<file path="src/rtl/decode_buf_q.sv">
// Decoded-bundle FIFO between fetch/decode and execute, with flush and an
// optional zero-latency bypass when the buffer is empty.
module decode_buf_q #(
  parameter int PAYLOAD_W = 244,
  parameter int DEPTH     = 4,
  parameter int BYPASS    = 0,
  parameter int CNT_W     = $clog2(DEPTH) + 1
) (
  input  logic                 clk,
  input  logic                 rst,
  input  logic                 flush,
  input  logic                 in_valid,
  output logic                 in_ready,
  input  logic [PAYLOAD_W-1:0] in_data,
  output logic                 out_valid,
  input  logic                 out_ready,
  output logic [PAYLOAD_W-1:0] out_data,
  output logic [CNT_W-1:0]     count,
  output logic                 full,
  output logic                 empty
);

  localparam int PTR_W = $clog2(DEPTH);
  localparam bit BYP   = (BYPASS != 0);

  logic [PAYLOAD_W-1:0] r_mem [DEPTH];
  logic [PTR_W-1:0]     r_rd_ptr;
  logic [PTR_W-1:0]     r_wr_ptr;
  logic [CNT_W-1:0]     r_count;

  logic w_empty;
  logic w_full;
  logic w_push;
  logic w_pop;
  logic w_bypass;
  logic w_wr_en;
  logic w_rd_en;

  assign w_empty = (r_count == '0);
  assign w_full  = (r_count == CNT_W'(DEPTH));

  // in_ready looks only at registered occupancy, so a full buffer refuses a
  // push even when the head is being consumed in the same cycle.
  assign in_ready  = !w_full;
  assign out_valid = !flush && (!w_empty || (BYP && in_valid));
  assign out_data  = (BYP && w_empty) ? in_data : r_mem[r_rd_ptr];

  assign w_push   = in_valid && in_ready;
  assign w_pop    = out_valid && out_ready;
  assign w_bypass = BYP && w_empty && w_push && w_pop;
  assign w_wr_en  = w_push && !w_bypass && !flush;
  assign w_rd_en  = w_pop && !w_bypass;

  assign count = r_count;
  assign full  = w_full;
  assign empty = w_empty;

  // NOTE: the payload array carries no reset; stale entries are unreachable
  // because out_valid is derived from the reset count, and leaving it
  // un-reset keeps the storage a plain RAM.
  always_ff @(posedge clk) begin
    if (w_wr_en) begin
      r_mem[r_wr_ptr] <= in_data;
    end
  end

  // NOTE: sequential state uses non-blocking assignments so every register
  // samples the pre-edge values regardless of statement order.
  always_ff @(posedge clk or negedge rst) begin
    if (!rst) begin
      r_rd_ptr <= '0;
      r_wr_ptr <= '0;
      r_count  <= '0;
    end else if (flush) begin
      r_rd_ptr <= '0;
      r_wr_ptr <= '0;
      r_count  <= '0;
    end else begin
      if (w_wr_en) begin
        r_wr_ptr <= r_wr_ptr + PTR_W'(1);
      end
      if (w_rd_en) begin
        r_rd_ptr <= r_rd_ptr + PTR_W'(1);
      end
      unique case ({w_wr_en, w_rd_en})
        2'b10:   r_count <= r_count + CNT_W'(1);
        2'b01:   r_count <= r_count - CNT_W'(1);
        default: r_count <= r_count;
      endcase
    end
  end

  a_count_bound: assert property (@(posedge clk) disable iff (!rst)
    r_count <= CNT_W'(DEPTH));

  a_pop_nonempty: assert property (@(posedge clk) disable iff (!rst)
    w_rd_en |-> !w_empty);

  a_in_stable: assert property (@(posedge clk) disable iff (!rst || flush)
    (in_valid && !in_ready) ##1 in_valid |-> $stable(in_data));

endmodule

</file>
<file path="config.mk">
export PLATFORM = sky130hd
export DESIGN_NAME = decode_buf_q
export DESIGN_NICKNAME = d
export VERILOG_FILES = /design/src/rtl/decode_buf_q.sv
export SDC_FILE = /design/constraint.sdc
export NUM_CORES = 1
export LEC_CHECK = 0
export ABC_AREA = 1
export BUFFER_PORTS_ARGS = -buffer_cell sky130_fd_sc_hd__buf_4
export CORE_ASPECT_RATIO = 1.25
export CORE_MARGIN = 2
export CORE_UTILIZATION = 55
export DETAILED_ROUTE_END_ITERATION = 7
export PLACE_DENSITY = 0.77
export SLEW_MARGIN = 20
export SYNTH_ARGS = -nofsm -noshare
export SYNTH_HDL_FRONTEND = slang
export SYNTH_SLANG_ARGS = --single-unit
</file>
<file path="constraint.sdc">
create_clock -name clk -period 16.74 [get_ports clk]
set_clock_uncertainty 0.15 [all_clocks]
set_input_delay 3.348 -clock clk [delete_from_list [all_inputs] [get_ports clk]]
set_output_delay 3.348 -clock clk [all_outputs]
set_load 0.05 [all_outputs]
</file>
==> results.md, run 1 <==
* Placed cell area at 0.0407 mm^2
* Crit Path Category: reg2out
* Die extent in x at 234 um
* Worst vdd ir at 0.127 mV
* Worst-margin pin slew at 1.14 ns
* Vias in the first global route at 22100
* Clock latency at the later pin of the worst-skew pair at 0.63 ns
* Top-Level Pins at 500
* Worst R2R Setup Slack at 12.22 ns
* Detailed placement HPWL at 51300 um
* Reg clk slew, reported paths at 0.06 ns
* Post-synth EDFFs at 976
* PortBufs at 499
* Tmin final at 8.39 ns
* Final wirelength at 87600 um
* Final Slew Violations at 0
* CP Capture Type: output pin
* Syn-to-layout area delta at 19.4%
* Slew Limit Headroom at 0.242
* DR WL/cell at 22.9 um
* Global route overflow at 0
* Met3 WL at 8230 um
* Largest net degree at the start of global routing at 212
* Vias/cell at 5.89
* Post-synth ARST share at 0.00712
* Critical path arrival at 4.89 ns
* CTS Buf Count at 89
* Fmax at 0.119 GHz
* Vias after detailed routing at 22500
* Area leader, netlist: edfxtp_1
* FP Rows at 105
* Initial DRC count at 1797
* Root Driver: clkbuf_16
* Synth warn at 0
* First-pass GRT wire length at 129000 um
* Core area at 0.0656 mm^2
* Routed Antenna Nets at 0
* Unrepaired setup endpoints after global routing: false
* Post-CTS setup buffers at 0
* Share of cells above drive strength 1 at 0.224
* Longest Clk Path Bufs at 3
* Max Cap Viol at 0
* Critical path peak fanout at 86
* Synth Net Count at 2678
* Status: finished, final reports clean
* Top cells by area, synth: edfxtp_1 (80%), o21ai_0 (6.8%), nor2_1 (5.1%), o22ai_1 (4.2%), clkbuf_1 (1.1%)
* Mapped Avg Cell Area at 15.0 um^2
* Initial Utilization at 0.556
* Post-Syn Instances at 2424
* Synth Flop Type: edfxtp_1
* Die area at 0.0683 mm^2
* Setup TNS at 0 ns
* CTS Hold Bufs at 0
* Antenna violations before repair at 10
* Worst EP required at 13.24 ns
* Hold Worst Slack at 0.443 ns
* Total Power at 7.58 mW
* H-tree levels at 3
* Final worst-path cycle share at 0.501
* Yosys top cell area share at 0.804
* Sequential area share after synthesis at 0.809
* Top-count cell post-synth: edfxtp_1
* Post-synth top cells: edfxtp_1 (976), nor2_1 (494), o21ai_0 (492), o22ai_1 (244), clkbuf_1 (104)
* Post-synth cell types at 21
* Setup violators final at 0
* Final hold violation count at 0
* Post-cts sizing count at 0
* DR top layer: met5
* Total GRT Usage at 0.249
* CTS tree: done
* Netlist Area Pre-Place at 0.0364 mm^2
* Hold Crit Class: reg2reg
* Met2 wire len at 45200 um
* Clock Sinks at 983
* Startpoint Class: flop
* DRC viols at 0
* Met1 wire length at 31100 um
* P_leak at 15.0 nW
* GP Congestion at 0.809
* P per Cell Area at 174 mW/mm^2
* Pre-antenna DRT Iters at 8
* Final layout net count at 3134
* FF+latch count, synth at 983
* Final instance area at 0.0435 mm^2
* Filler Cell Count at 4339
* Die H at 292 um
## critical path, cell delays in order, from the launching register on
cell and delay, ns:
dfrtp_4 1.01, buf_4 0.79, buf_4 0.78, buf_4 0.74, o21ai_0 0.28, o22ai_1 0.26
buf_4 0.25
## final timing paths
path	startpoint	endpoint	cells past startpoint
min in group asynchronous	rst	count[1]	1
worst max register to register	count[1]	r_mem[3][123]	9
worst min register to register	count[0]	count[0]	1
worst min-delay path	count[0]	count[0]	1
max in group asynchronous	rst	r_rd_ptr[1]	1
worst max-delay path	r_rd_ptr[0]	out_data[158]	6
## logic make-up (layout without fill, tap and decap cells)
| group | Yosys count | in the layout | synth area share |
|---|---|---|---|
| xor gates and xnor gates | 1 | 1 | 0.000240 |
| AOI/OAI and AO/OA | 740 | 740 | 0.110 |
| adders and majority gates | 5 | 5 | 0.00192 |
| buffers and inverters | 178 | 705 | 0.0251 |
| and+or+nand+nor | 517 | 517 | 0.0534 |
| DFF | 983 | 983 | 0.809 |
| other | 0 | 9 | 0 |
## registers in the layout, indices dropped and copies added, names as in the netlist
signal / count
count: 3
r_mem: 976
r_rd_ptr: 2
r_wr_ptr: 2
## stage by stage
stage               std cells  setup WS (ns)  utilization
floorplan                2424           1.92            -
global placement         3645           9.28        0.620
detailed placement       3645           9.15        0.620
CTS                      3807           8.41        0.663
global route             3815           8.07        0.664
finish                   3816           8.35        0.664
## where the power goes
group	internal [mW]	switching, mW
Combinational	0.669	2.04
Sequential	2.86	0.0709
Clock	1.09	0.852
## cell usage in the layout, fill, tap and decap left out, drive strengths merged
cell type,instances
a21oi,2
a31oi,1
buf,527
bufinv,6
clkbuf,107
clkinv,41
clkinvlp,7
dfrtp,7
diode,9
edfxtp,976
fa,1
ha,4
inv,17
nand2,19
nand3,3
nand4,1
nor2,494
o21ai,492
o22ai,244
o31ai,1
xnor2,1
## final cells by class
cell class / count / area (um^2) / share of cell area
clock inverter: 55 / 472 / 0.0108
sequential: 983 / 29500 / 0.678
antenna: 9 / 22.5 / 0.000518
timing repair buffer: 527 / 3960 / 0.0909
inverter: 16 / 77.6 / 0.00178
clock buffer: 107 / 2340 / 0.0537
tap: 856 / 1070 / 0.0246
multi-input combinational: 1263 / 6070 / 0.140
## per-layer routing
| metal | track usage | up-vias |
|---|---|---|
| li1 | - | 10100 |
| met1 | 0.300 | 11200 |
| met2 | 0.423 | 1014 |
| met3 | 0.0672 | 151 |
| met4 | 0.0993 | 6 |
| met5 | 0 | - |
No activity file was read; power rests on OpenSTA's default activity.
==> inputs of run 2 (changes only) <==
--- a/config.mk
+++ b/config.mk
@@ -9,9 +9,9 @@
 export BUFFER_PORTS_ARGS = -buffer_cell sky130_fd_sc_hd__buf_4
 export CORE_ASPECT_RATIO = 1.25
 export CORE_MARGIN = 2
-export CORE_UTILIZATION = 55
+export CORE_UTILIZATION = 52
 export DETAILED_ROUTE_END_ITERATION = 7
-export PLACE_DENSITY = 0.77
+export PLACE_DENSITY = 0.76
 export SLEW_MARGIN = 20
 export SYNTH_ARGS = -nofsm -noshare
 export SYNTH_HDL_FRONTEND = slang
==> constraint.sdc (replaced) <==
create_clock -name clk -period 6.91 [get_ports clk]
set_clock_uncertainty 0.15 [all_clocks]
set_input_delay 1.382 -clock clk [delete_from_list [all_inputs] [get_ports clk]]
set_output_delay 1.382 -clock clk [all_outputs]
set_load 0.05 [all_outputs]
==> results.md, run 2 (synthesis gave the netlist of run 1 again) <==
* Status: finished, final reports clean
* Top reg by flops: r_mem
* Total GRT Usage at 0.230
* Unrepaired setup endpoints after global routing: false
* Final wirelength at 85600 um
* Worst-margin pin slew at 1.08 ns
* DRC viols at 0
* Final instance area at 0.0439 mm^2
* Startpoint Class: flop
* Fmax at 0.194 GHz
* Share of cells above drive strength 1 at 0.225
* Most frequent cells in the layout: edfxtp_1 (976), buf_4 (504), o21ai_0 (492), nor2_1 (490), o22ai_1 (244)
* CTS tree: done
* Clock latency at the later pin of the worst-skew pair at 0.64 ns
* Routed Antenna Nets at 0
* Hold Crit Class: in2async
* Slew Limit Headroom at 0.281
* Post-CTS setup buffers at 0
* Vias after detailed routing at 22400
* Root Driver: clkbuf_16
* Final worst-path cycle share at 0.748
* Vias/cell at 5.77
* Vias in the first global route at 22600
* Core area at 0.0695 mm^2
* Worst EP required at 5.38 ns
* First-pass GRT wire length at 127000 um
* Sw frac at 0.385
* Top-Level Pins at 500
* CP Capture Type: output pin
* Reg clk slew, reported paths at 0.06 ns
* FP Rows at 108
* Logic pwr share at 0.355
* Syn-to-layout area delta at 20.6%
* Clock Sinks at 983
* Clock power frac at 0.267
* Placed Cells at 3717
* Filler Cell Count at 4875
* P per Cell Area at 424 mW/mm^2
* Placed cell area at 0.0409 mm^2
* Die H at 300 um
* Detailed placement HPWL at 48700 um
* Antenna violations before repair at 10
* Tmin final at 5.17 ns
* Max Cap Viol at 0
* Worst R2R Setup Slack at 3.61 ns
* Commonest non-fill, non-tap cell in the layout: edfxtp_1
* Post-cts sizing count at 0
* Die extent in x at 241 um
* Pre-antenna DRT Iters at 5
* Number of flip-flops in the largest register at 976
* Worst vdd ir at 0.366 mV
* Global route overflow at 0
* DR WL/cell at 22.0 um
* Critical path arrival at 3.64 ns
* P_leak at 15.1 nW
* Longest Clk Path Bufs at 3
* Final Slew Violations at 0
* H-tree levels at 3
* Final hold violation count at 0
* CTS Hold Bufs at 0
* Critical path peak fanout at 176
* Crit Path Category: reg2out
* Int Pwr at 11.5 mW
* Initial DRC count at 1747
* Largest net degree at the start of global routing at 208
* GP Congestion at 0.770
* Reg power frac at 0.378
* Net switching power at 7.17 mW
* Final layout net count at 3131
* Die area at 0.0722 mm^2
* Initial Utilization at 0.525
* Setup violators final at 0
* CTS Buf Count at 91
* PortBufs at 499
* Final Non-Filler Cells at 3888
-- run 2: cell types whose count changed in the layout (fill, tap and decap cells not counted), sizes merged --
cell / before / now
buf: 527 / 522
bufinv: 6 / 11
clkbuf: 107 / 106
clkinv: 41 / 40
clkinvlp: 7 / 5
diode: 9 / 7
inv: 17 / 16
-- run 2: stage by stage --
stage | total power, mW | TNS (ns) | utilization | setup WS (ns) | hold slack, ns
after detailed placement | 13.8 | 0 | 0.589 | 2.48 | 0.411
after CTS | 18.7 | 0 | 0.632 | 1.77 | 0.342
after global placement | 13.6 | 0 | 0.589 | 2.66 | 0.396
final | 18.6 | 0 | 0.633 | 1.74 | 0.389
after global routing | 19.3 | 0 | 0.633 | 1.61 | 0.361
after floorplan | 11.8 | -1789.08 | - | -1.83 | 0.430
-- run 2: final timing paths --
check	start	to	depth (start not counted)
worst max-delay path	r_rd_ptr[0]	out_data[107]	5
min in group clk	count[1]	count[1]	2
worst min register to register	count[1]	count[1]	2
max in group asynchronous	rst	r_rd_ptr[1]	1
worst max register to register	count[0]	r_mem[2][121]	7
worst min-delay path	rst	count[1]	1
-- run 2: critical path, stage by stage (launching register included) --
cell and delay [ns]:
dfrtp_4 0.74, buf_12 0.53, buf_4 0.68, o21ai_0 0.26, o22ai_1 0.26, buf_4 0.24
-- run 2: area by class of cell --
cell class / instances / area (um^2) / share of cell area
clock buffers: 106 / 2400 / 0.0546
repair buffers: 522 / 4150 / 0.0945
inverters: 16 / 72.6 / 0.00165
clock inverters: 56 / 568 / 0.0129
flip-flops and latches: 983 / 29500 / 0.671
multi-input cells: 1263 / 6070 / 0.138
diodes: 7 / 17.5 / 0.000399
well taps: 935 / 1170 / 0.0266
-- run 2: power by group through the flow --
stage	clock [mW]	combinational [mW]	sequential [mW]
final	4.97	6.62	7.06
after global routing	5.26	6.96	7.08
after CTS	5.05	6.62	7.06
after detailed placement	0	6.59	7.18
after global placement	0	6.47	7.16
after floorplan	0	4.56	7.21
-- run 2: metal layers --
metal  up-vias  share of wire  global-route usage
met2       955           0.50               0.388
met4         6          0.033              0.0969
met1     11200           0.37               0.276
met5         -        0.00037                   0
met3       161          0.095              0.0699
li1      10100              -                   -
